[config.mk]
export PLATFORM = sky130hd
export DESIGN_NAME = cross_bar_router_1xn
export DESIGN_NICKNAME = d
export VERILOG_FILES = /design/src/rtl/cross_bar_pkg.sv /design/src/rtl/cross_bar_skid_buffer.sv /design/src/rtl/cross_bar_router_1xn.sv
export SDC_FILE = /design/constraint.sdc
export NUM_CORES = 1
export LEC_CHECK = 0
export CORE_MARGIN = 2
export CORE_UTILIZATION = 24
export DETAILED_ROUTE_END_ITERATION = 16
export GPL_TIMING_DRIVEN = 0
export PLACE_DENSITY = 0.92
export SYNTH_ARGS = -nofsm -noshare
export SYNTH_HDL_FRONTEND = slang
export SYNTH_SLANG_ARGS = --single-unit
[constraint.sdc]
create_clock -name aclk -period 1.6 [get_ports aclk]
set_input_delay 0.32 -clock aclk [delete_from_list [all_inputs] [get_ports aclk]]
set_output_delay 0.32 -clock aclk [all_outputs]
set_load 0.01 [all_outputs]
[src/rtl/cross_bar_pkg.sv]
// Shared types and constants for the cross-bar router, arbiters and crossbar top.
package cross_bar_pkg;

  localparam int unsigned DROP_CNT_W = 16;

  typedef enum logic [1:0] {
    IDLE    = 2'd0,
    FORWARD = 2'd1,
    DROP    = 2'd2
  } router_state_t;

  // Increment that sticks at all-ones instead of wrapping.
  function automatic logic [DROP_CNT_W-1:0] sat_inc(input logic [DROP_CNT_W-1:0] v);
    return (&v) ? v : v + DROP_CNT_W'(1);
  endfunction

endpackage

[src/rtl/cross_bar_skid_buffer.sv]
// Two-entry input skid buffer: registered ready, one cycle from accept to out_valid,
// full throughput when the consumer pops every cycle.
module cross_bar_skid_buffer #(
  parameter int unsigned WIDTH = 35
) (
  input  logic             clk,
  input  logic             rst_n,
  input  logic             in_valid,
  input  logic [WIDTH-1:0] in_data,
  output logic             in_ready,
  output logic             out_valid,
  output logic [WIDTH-1:0] out_data,
  input  logic             out_ready
);

  logic [1:0]       count_q, count_d;
  logic             wr_ptr_q, wr_ptr_d;
  logic             rd_ptr_q, rd_ptr_d;
  logic             in_ready_q, in_ready_d;
  logic [WIDTH-1:0] mem_q [2];
  logic [WIDTH-1:0] mem_d [2];
  logic             push, pop;

  always_comb begin
    push       = in_valid & in_ready_q;
    pop        = out_ready & (count_q != 2'd0);
    mem_d      = mem_q;
    wr_ptr_d   = wr_ptr_q;
    rd_ptr_d   = rd_ptr_q;
    if (push) begin
      mem_d[wr_ptr_q] = in_data;
      wr_ptr_d        = ~wr_ptr_q;
    end
    if (pop) begin
      rd_ptr_d = ~rd_ptr_q;
    end
    count_d    = count_q + 2'(push) - 2'(pop);
    in_ready_d = (count_d != 2'd2);
  end

  always_ff @(posedge clk or negedge rst_n) begin
    if (!rst_n) begin
      count_q    <= 2'd0;
      wr_ptr_q   <= 1'b0;
      rd_ptr_q   <= 1'b0;
      in_ready_q <= 1'b0;
    end else begin
      count_q    <= count_d;
      wr_ptr_q   <= wr_ptr_d;
      rd_ptr_q   <= rd_ptr_d;
      in_ready_q <= in_ready_d;
    end
  end

  // Payload storage needs no reset; validity is tracked by count_q.
  always_ff @(posedge clk) begin
    mem_q <= mem_d;
  end

  assign in_ready  = in_ready_q;
  assign out_valid = (count_q != 2'd0);
  assign out_data  = mem_q[rd_ptr_q];

endmodule

[src/rtl/cross_bar_router_1xn.sv]
// 1-to-N AXI-Stream packet router; tdest of the first beat picks the output, out-of-range
// packets are dropped and counted. Define CROSS_BAR_ROUTER_SKID_EN to add an input skid buffer.
module cross_bar_router_1xn
  import cross_bar_pkg::*;
#(
  parameter int unsigned MSEL_WIDTH = 2,
  parameter int unsigned CHANNEL_NO = 2**MSEL_WIDTH,
  parameter int unsigned DATA_WIDTH = 32
) (
  input  logic                  aclk,
  input  logic                  aresetn,
  input  logic [DATA_WIDTH-1:0] s_axis_tdata,
  input  logic                  s_axis_tvalid,
  input  logic                  s_axis_tlast,
  input  logic [MSEL_WIDTH-1:0] s_axis_tdest,
  output logic                  s_axis_tready,
  output logic [DATA_WIDTH-1:0] m_axis_tdata [CHANNEL_NO],
  output logic [CHANNEL_NO-1:0] m_axis_tvalid,
  output logic [CHANNEL_NO-1:0] m_axis_tlast,
  input  logic [CHANNEL_NO-1:0] m_axis_tready,
  output logic [DROP_CNT_W-1:0] drop_count
);

  localparam int unsigned PAYLOAD_W = DATA_WIDTH + MSEL_WIDTH + 1;

  router_state_t         state_q, state_d;
  logic [MSEL_WIDTH-1:0] dest_q, dest_d;
  logic [DROP_CNT_W-1:0] drop_count_q, drop_count_d;

  logic                  head_valid;
  logic [DATA_WIDTH-1:0] head_data;
  logic                  head_last;
  logic [MSEL_WIDTH-1:0] head_dest;
  logic                  pop;
  logic [CHANNEL_NO-1:0] sel_onehot;
  logic                  sel_ready;

`ifdef CROSS_BAR_ROUTER_SKID_EN
  logic [PAYLOAD_W-1:0] head_payload;

  cross_bar_skid_buffer #(
    .WIDTH(PAYLOAD_W)
  ) u_skid (
    .clk      (aclk),
    .rst_n    (aresetn),
    .in_valid (s_axis_tvalid),
    .in_data  ({s_axis_tdata, s_axis_tdest, s_axis_tlast}),
    .in_ready (s_axis_tready),
    .out_valid(head_valid),
    .out_data (head_payload),
    .out_ready(pop)
  );

  assign {head_data, head_dest, head_last} = head_payload;
`else
  // Head beat is the input itself; accept exactly when the head is consumed.
  assign head_valid    = s_axis_tvalid;
  assign head_data     = s_axis_tdata;
  assign head_last     = s_axis_tlast;
  assign head_dest     = s_axis_tdest;
  assign s_axis_tready = pop;
`endif

  always_comb begin
    sel_onehot = '0;
    for (int unsigned i = 0; i < CHANNEL_NO; i++) begin
      sel_onehot[i] = (dest_q == MSEL_WIDTH'(i));
    end
    sel_ready = |(sel_onehot & m_axis_tready);
  end

  // Data and tlast fan out to every channel; only tvalid carries the selection.
  always_comb begin
    for (int unsigned i = 0; i < CHANNEL_NO; i++) begin
      m_axis_tdata[i] = head_data;
    end
    m_axis_tlast = {CHANNEL_NO{head_last}};
  end

  always_comb begin
    state_d       = state_q;
    dest_d        = dest_q;
    drop_count_d  = drop_count_q;
    pop           = 1'b0;
    m_axis_tvalid = '0;
    case (state_q)
      IDLE: begin
        if (head_valid) begin
          dest_d  = head_dest;
          state_d = (32'(head_dest) < CHANNEL_NO) ? FORWARD : DROP;
        end
      end
      FORWARD: begin
        m_axis_tvalid = {CHANNEL_NO{head_valid}} & sel_onehot;
        pop           = head_valid & sel_ready;
        if (pop && head_last) begin
          state_d = IDLE;
        end
      end
      DROP: begin
        pop = head_valid;
        if (pop && head_last) begin
          state_d      = IDLE;
          drop_count_d = sat_inc(drop_count_q);
        end
      end
      default: begin
        state_d = IDLE;
      end
    endcase
  end

  always_ff @(posedge aclk or negedge aresetn) begin
    if (!aresetn) begin
      state_q      <= IDLE;
      dest_q       <= '0;
      drop_count_q <= '0;
    end else begin
      state_q      <= state_d;
      dest_q       <= dest_d;
      drop_count_q <= drop_count_d;
    end
  end

  assign drop_count = drop_count_q;

endmodule
# Word level (Yosys, flattened, before mapping)
# Cells that the tools add are included.
# classes
n_addsub	1
n_bitwise	4
n_reduce_logical	9
muxes	6
eq_ne	8
# op_table
op	count
adder 16 x 1 -> 16 bit (second input constant)	1
AND reduction 16 bit	1
bitwise AND 4 bit	2
equality test 2 bit (second input constant)	3
2-to-1 mux 2 bit	3
inequality test 2 bit (second input constant)	3
one-hot mux 2 bit (3 select lines)	1
AND reduction 3 bit	2
equality test 2 x 1 -> 1 bit (second input constant)	2
logical NOT 2 bit	2
2-to-1 mux 4 bit	1
OR reduction 4 bit	1
logical AND 1 bit	2
one-hot mux 1 bit (2 select lines)	1
AND reduction 2 bit	1
bitwise AND 1 bit	1
NOT 1 bit	1
# totals
out_inout_bits	153
regBits	20
elab_cells	31

# Depth between registers and ports, before layout
# logic_depth
ltp_word	7
mapped_depth	2

# Worst setup path after synthesis
# Ideal clock, no wire load.
# synth_path
path_type	register to output
start	register dest_q[0]
end	output s_axis_tready
required_ns	1.280
stages_incl_launch_ff	3
setup_slack_ns	0.221
arrival_time_ns	1.059
path_cell_list	dfrtp_1 -> mux4_2 -> nor2b_4
# synth_between
elab_chain_len	5
elab_cells_between_ends	8
cone_classes	eq/ne (3); mux (1); bitwise (2); reduce/logical (2)
# synth_rtl
item	line	source
from (decl)	cross_bar_router_1xn.sv:27	logic [MSEL_WIDTH-1:0] dest_q, dest_d;
from (signal assigned)	cross_bar_router_1xn.sv:120	dest_q <= dest_d;
equality test 2 x 1 -> 1 bit, or another cell as far along	cross_bar_router_1xn.sv:67	sel_onehot[i] = (dest_q == MSEL_WIDTH'(i));
bitwise AND 4 bit *	cross_bar_router_1xn.sv:69	sel_ready = |(sel_onehot & m_axis_tready);
OR reduction 4 bit *	cross_bar_router_1xn.sv:69	
bitwise AND 1 bit *	cross_bar_router_1xn.sv:95	pop = head_valid & sel_ready;
one-hot mux 1 bit (2 select lines) *	cross_bar_router_1xn.sv:86	case (state_q)
to (decl)	cross_bar_router_1xn.sv:16	output logic s_axis_tready,
# Mark *: on every way between the ends. The rest lies on a longest branch, timed or not.

# Worst setup path after layout
# Ends and elaborated chain as after synthesis.

==> summary.txt <==
Outcome
  • Result of the run: finished with violations
  • Violated checks: negative setup slack

Yosys
  • Cell count after synthesis: 167
  • Adder-cell share of the synthesized area: 0%
  • Combinational family with the most area after synthesis: buffers and inverters
  • Total of flip-flops plus latches after synthesis: 3
  • Synth cell types: 15
  • Number of warnings printed during yosys synthesis: 0
  • Share of the synthesized area in compound gates (AO/OA/AOI/OAI): less than 1%
  • Syn_area_per_cell: 7.81 um2
  • Post-synthesis share of cell area spent on and, or, nand and nor gates: 4.32%
  • Post-Syn Area: 0.00130 mm2
  • Synth Area in XOR/XNOR: 0%
  • Post-synthesis mux area share: 3.45%
  • Fraction of the yosys area taken by sequential cells: approximately 5.8%

Floorplan
  • Placeable core area: 0.00517 mm2
  • Floorplan die width: slightly below 80 um
  • Die height: a little under 80 um
  • I/O pin cnt: 195
  • Row count: 26
  • Floorplan die area: around 0.006 mm2
  • Initial cell density of the core: 25.2%

Placement
  • Placer Congestion: about 0.75
  • Final HPWL DP: 3.83 mm
  • IO Port Bufs: 146
  • Total cell area at the placement stage: 0.00291 mm2
  • Worst setup slack after placement: -576 ps

Setup path
  • Startpoint type of the worst setup path: flop
  • Critical path data arrival time: approximately 1400 ps
  • Launch point of the worst reg-to-reg path: state_q[0]
  • Worst-path fanout max: 3
  • Category of the critical setup timing path: flop to output pin
  • CP required: 1280 ps
  • Path depth of the worst reg2reg path: 3
  • CP Capture Type: output pin
  • Critical path origin: dest_q[0]

Clock network
  • Clock transition at the registers of the reported paths: 30 ps
  • Clock Sink Count: 3
  • Post-cts hold buffer count: 0
  • Maximum root-to-sink buffer count: 2
  • Clock tree from TritonCTS: done
  • Clock Latency Late Sink: 220 ps
  • Clock tree root driver cell: clkbuf_8
  • CTS Buf Count: 3
  • H-tree levels: 1

STA
  • Worst hold margin: 297 ps
  • Endpoints failing setup: 1
  • F_max: 0.578 GHz
  • Final count of hold timing violations: 0
  • Tmin final: 1730 ps
  • Worst setup slack after layout: -130 ps
  • Setup repair after global routing missed its margin: yes
  • Number of slew-limit violations in the final report: 0
  • Maximum clock skew at final layout: 4.95 ps
  • Post-route fraction of the period consumed by the critical path: 108%

Job
  • MaxCap Viol Count: 0

GRT
  • Global-route wire length before repair: roughly 6.4 mm
  • Total overflow reported by the global router: 0
  • Pin count of the biggest net entering global routing: 6
  • Initial antenna violation count: 0
  • Combined global-route utilization of all metal layers: ~13%
  • Vias in the first global route: 1335

Drt
  • Routed length per placed instance: 10.5 um
  • Remaining antenna violation count: 0
  • Drt first pass iters: 2
  • Vias/cell: 3.35
  • DR DRC count: 0
  • First DRT Iteration DRCs: 24
  • Total via count after detailed routing: 1364
  • Total Wirelength: 4.28 mm

Power and ir drop
  • Worst vdd ir: approximately 0.49 mV
  • Reported net switching power: 0.433 mW
  • Sequential group share of total power: 9.8%
  • Clock power share: 15.8%
  • Standby leakage power: 1.49 nW
  • Fraction of power consumed by combinational cells: 74.4%
  • Internal power consumption: 0.981 mW
  • Switching Fraction: a little under a third
  • Power density of the placed cells: 476 mW/mm2
  • Post-layout total power: 1.41 mW

Layout
  • Core utilization of the finished layout: 57.5%
  • ANT cells: 0
  • Most common library cell in the layout ignoring fill and taps: buf_4
  • Top library cells by usage in the layout, fill and taps aside: buf_4 (153), clkdlybuf4s50_1 (135), conb_1 (16)
  • Area delta synth->final: 128%
  • Fin area: 0.00297 mm2
  • Nets: 380
  • Proportion of layout cells with a drive suffix above 1: 49.0%

Worst hold path
  • Min-delay worst type: primary input to asynchronous set/reset pin
==> cells in the mapped netlist <==
| cell type | n | share of area (%) |
|---|---|---|
| buf_4 | 148 | 85 |
| dfrtp_1 | 3 | 5.8 |
| nor2_1 | 3 | 0.86 |
| nor3_1 | 2 | 0.77 |
| a21oi_2 | 1 | 0.67 |
| and3_1 | 1 | 0.48 |
| conb_1 | 1 | 0.29 |
| inv_1 | 1 | 0.29 |
| mux2_1 | 1 | 0.86 |
| mux2_2 | 1 | 0.86 |
| mux4_2 | 1 | 1.7 |
| nand2_1 | 1 | 0.29 |
| nand3_1 | 1 | 0.38 |
| nor2b_1 | 1 | 0.48 |
| nor2b_4 | 1 | 1.1 |
==> final cells by class <==
type                            count  area [um2]
Buffer                            148        1110
Clock buffer                        4        45.0
Fill cell                         451        2200
Inverter                            1        3.75
Multi-Input combinational cell     30         170
Sequential cell                     3        75.1
Tap cell                           70        87.6
Timing Repair Buffer              151        1480
==> metrics by stage <==
step           TNS (ps)  std cells
6_report           -130        407
5_1_grt            -152        407
4_1_cts            -153        405
3_5_place_dp      -3390        398
3_3_place_gp      -3270        398
2_1_floorplan         0        182
==> critical path: stages (launching register included) <==
cell,delay [ps]
dfrtp_1,390
mux4_2,540
nor2b_4,150
buf_6,120
==> power groups by stage <==
| stage | sequential (mW) | combinational (mW) | clock (mW) |
|---|---|---|---|
| 4_1_cts | 0.140 | 1.02 | 0.225 |
| 2_1_floorplan | 0.145 | 0.520 | 0 |
| 5_1_grt | 0.142 | 1.12 | 0.233 |
| 3_3_place_gp | 0.153 | 0.956 | 0 |
| 6_report | 0.139 | 1.05 | 0.223 |
| 3_5_place_dp | 0.159 | 0.968 | 0 |
==> worst paths after layout <==
check                                endpoint  slack (ps)
max in group asynchronous           dest_q[0]        1140
worst max-delay path            s_axis_tready        -130
min in group aclk                  state_q[0]         610
worst min-delay path               state_q[0]         300
worst max register to register      dest_q[0]         410
worst min register to register     state_q[0]         660
==> metal layers <==
metal | track usage, % | vias up | share of wire (%)
li1 | - | 684 | -
met1 | 11.1 | 572 | 30
met2 | 26.4 | 108 | 55
met3 | 5.58 | 0 | 15
met4 | 1.61 | 0 | 0
met5 | 0 | - | 0
==> cell families (layout without fill, tap and decap cells) <==
group                  Yosys count  in the layout
muxes                            3              3
AOI/OAI and AO/OA                1              1
and+or+nand+nor                 10             10
other                            1             16
DFF                              3              3
buffers and inverters          149            304
==> what timing repair did <==
action,CTS,global route
buffers inserted,3,2
endpoints found under the setup margin,9,3
resized for setup,18,6
==> registers in the layout, summed over array words and instances, names as in the netlist <==
| register | cells |
|---|---|
| dest_q | 2 |
| state_q | 1 |
(Power assumes the default switching activity.)
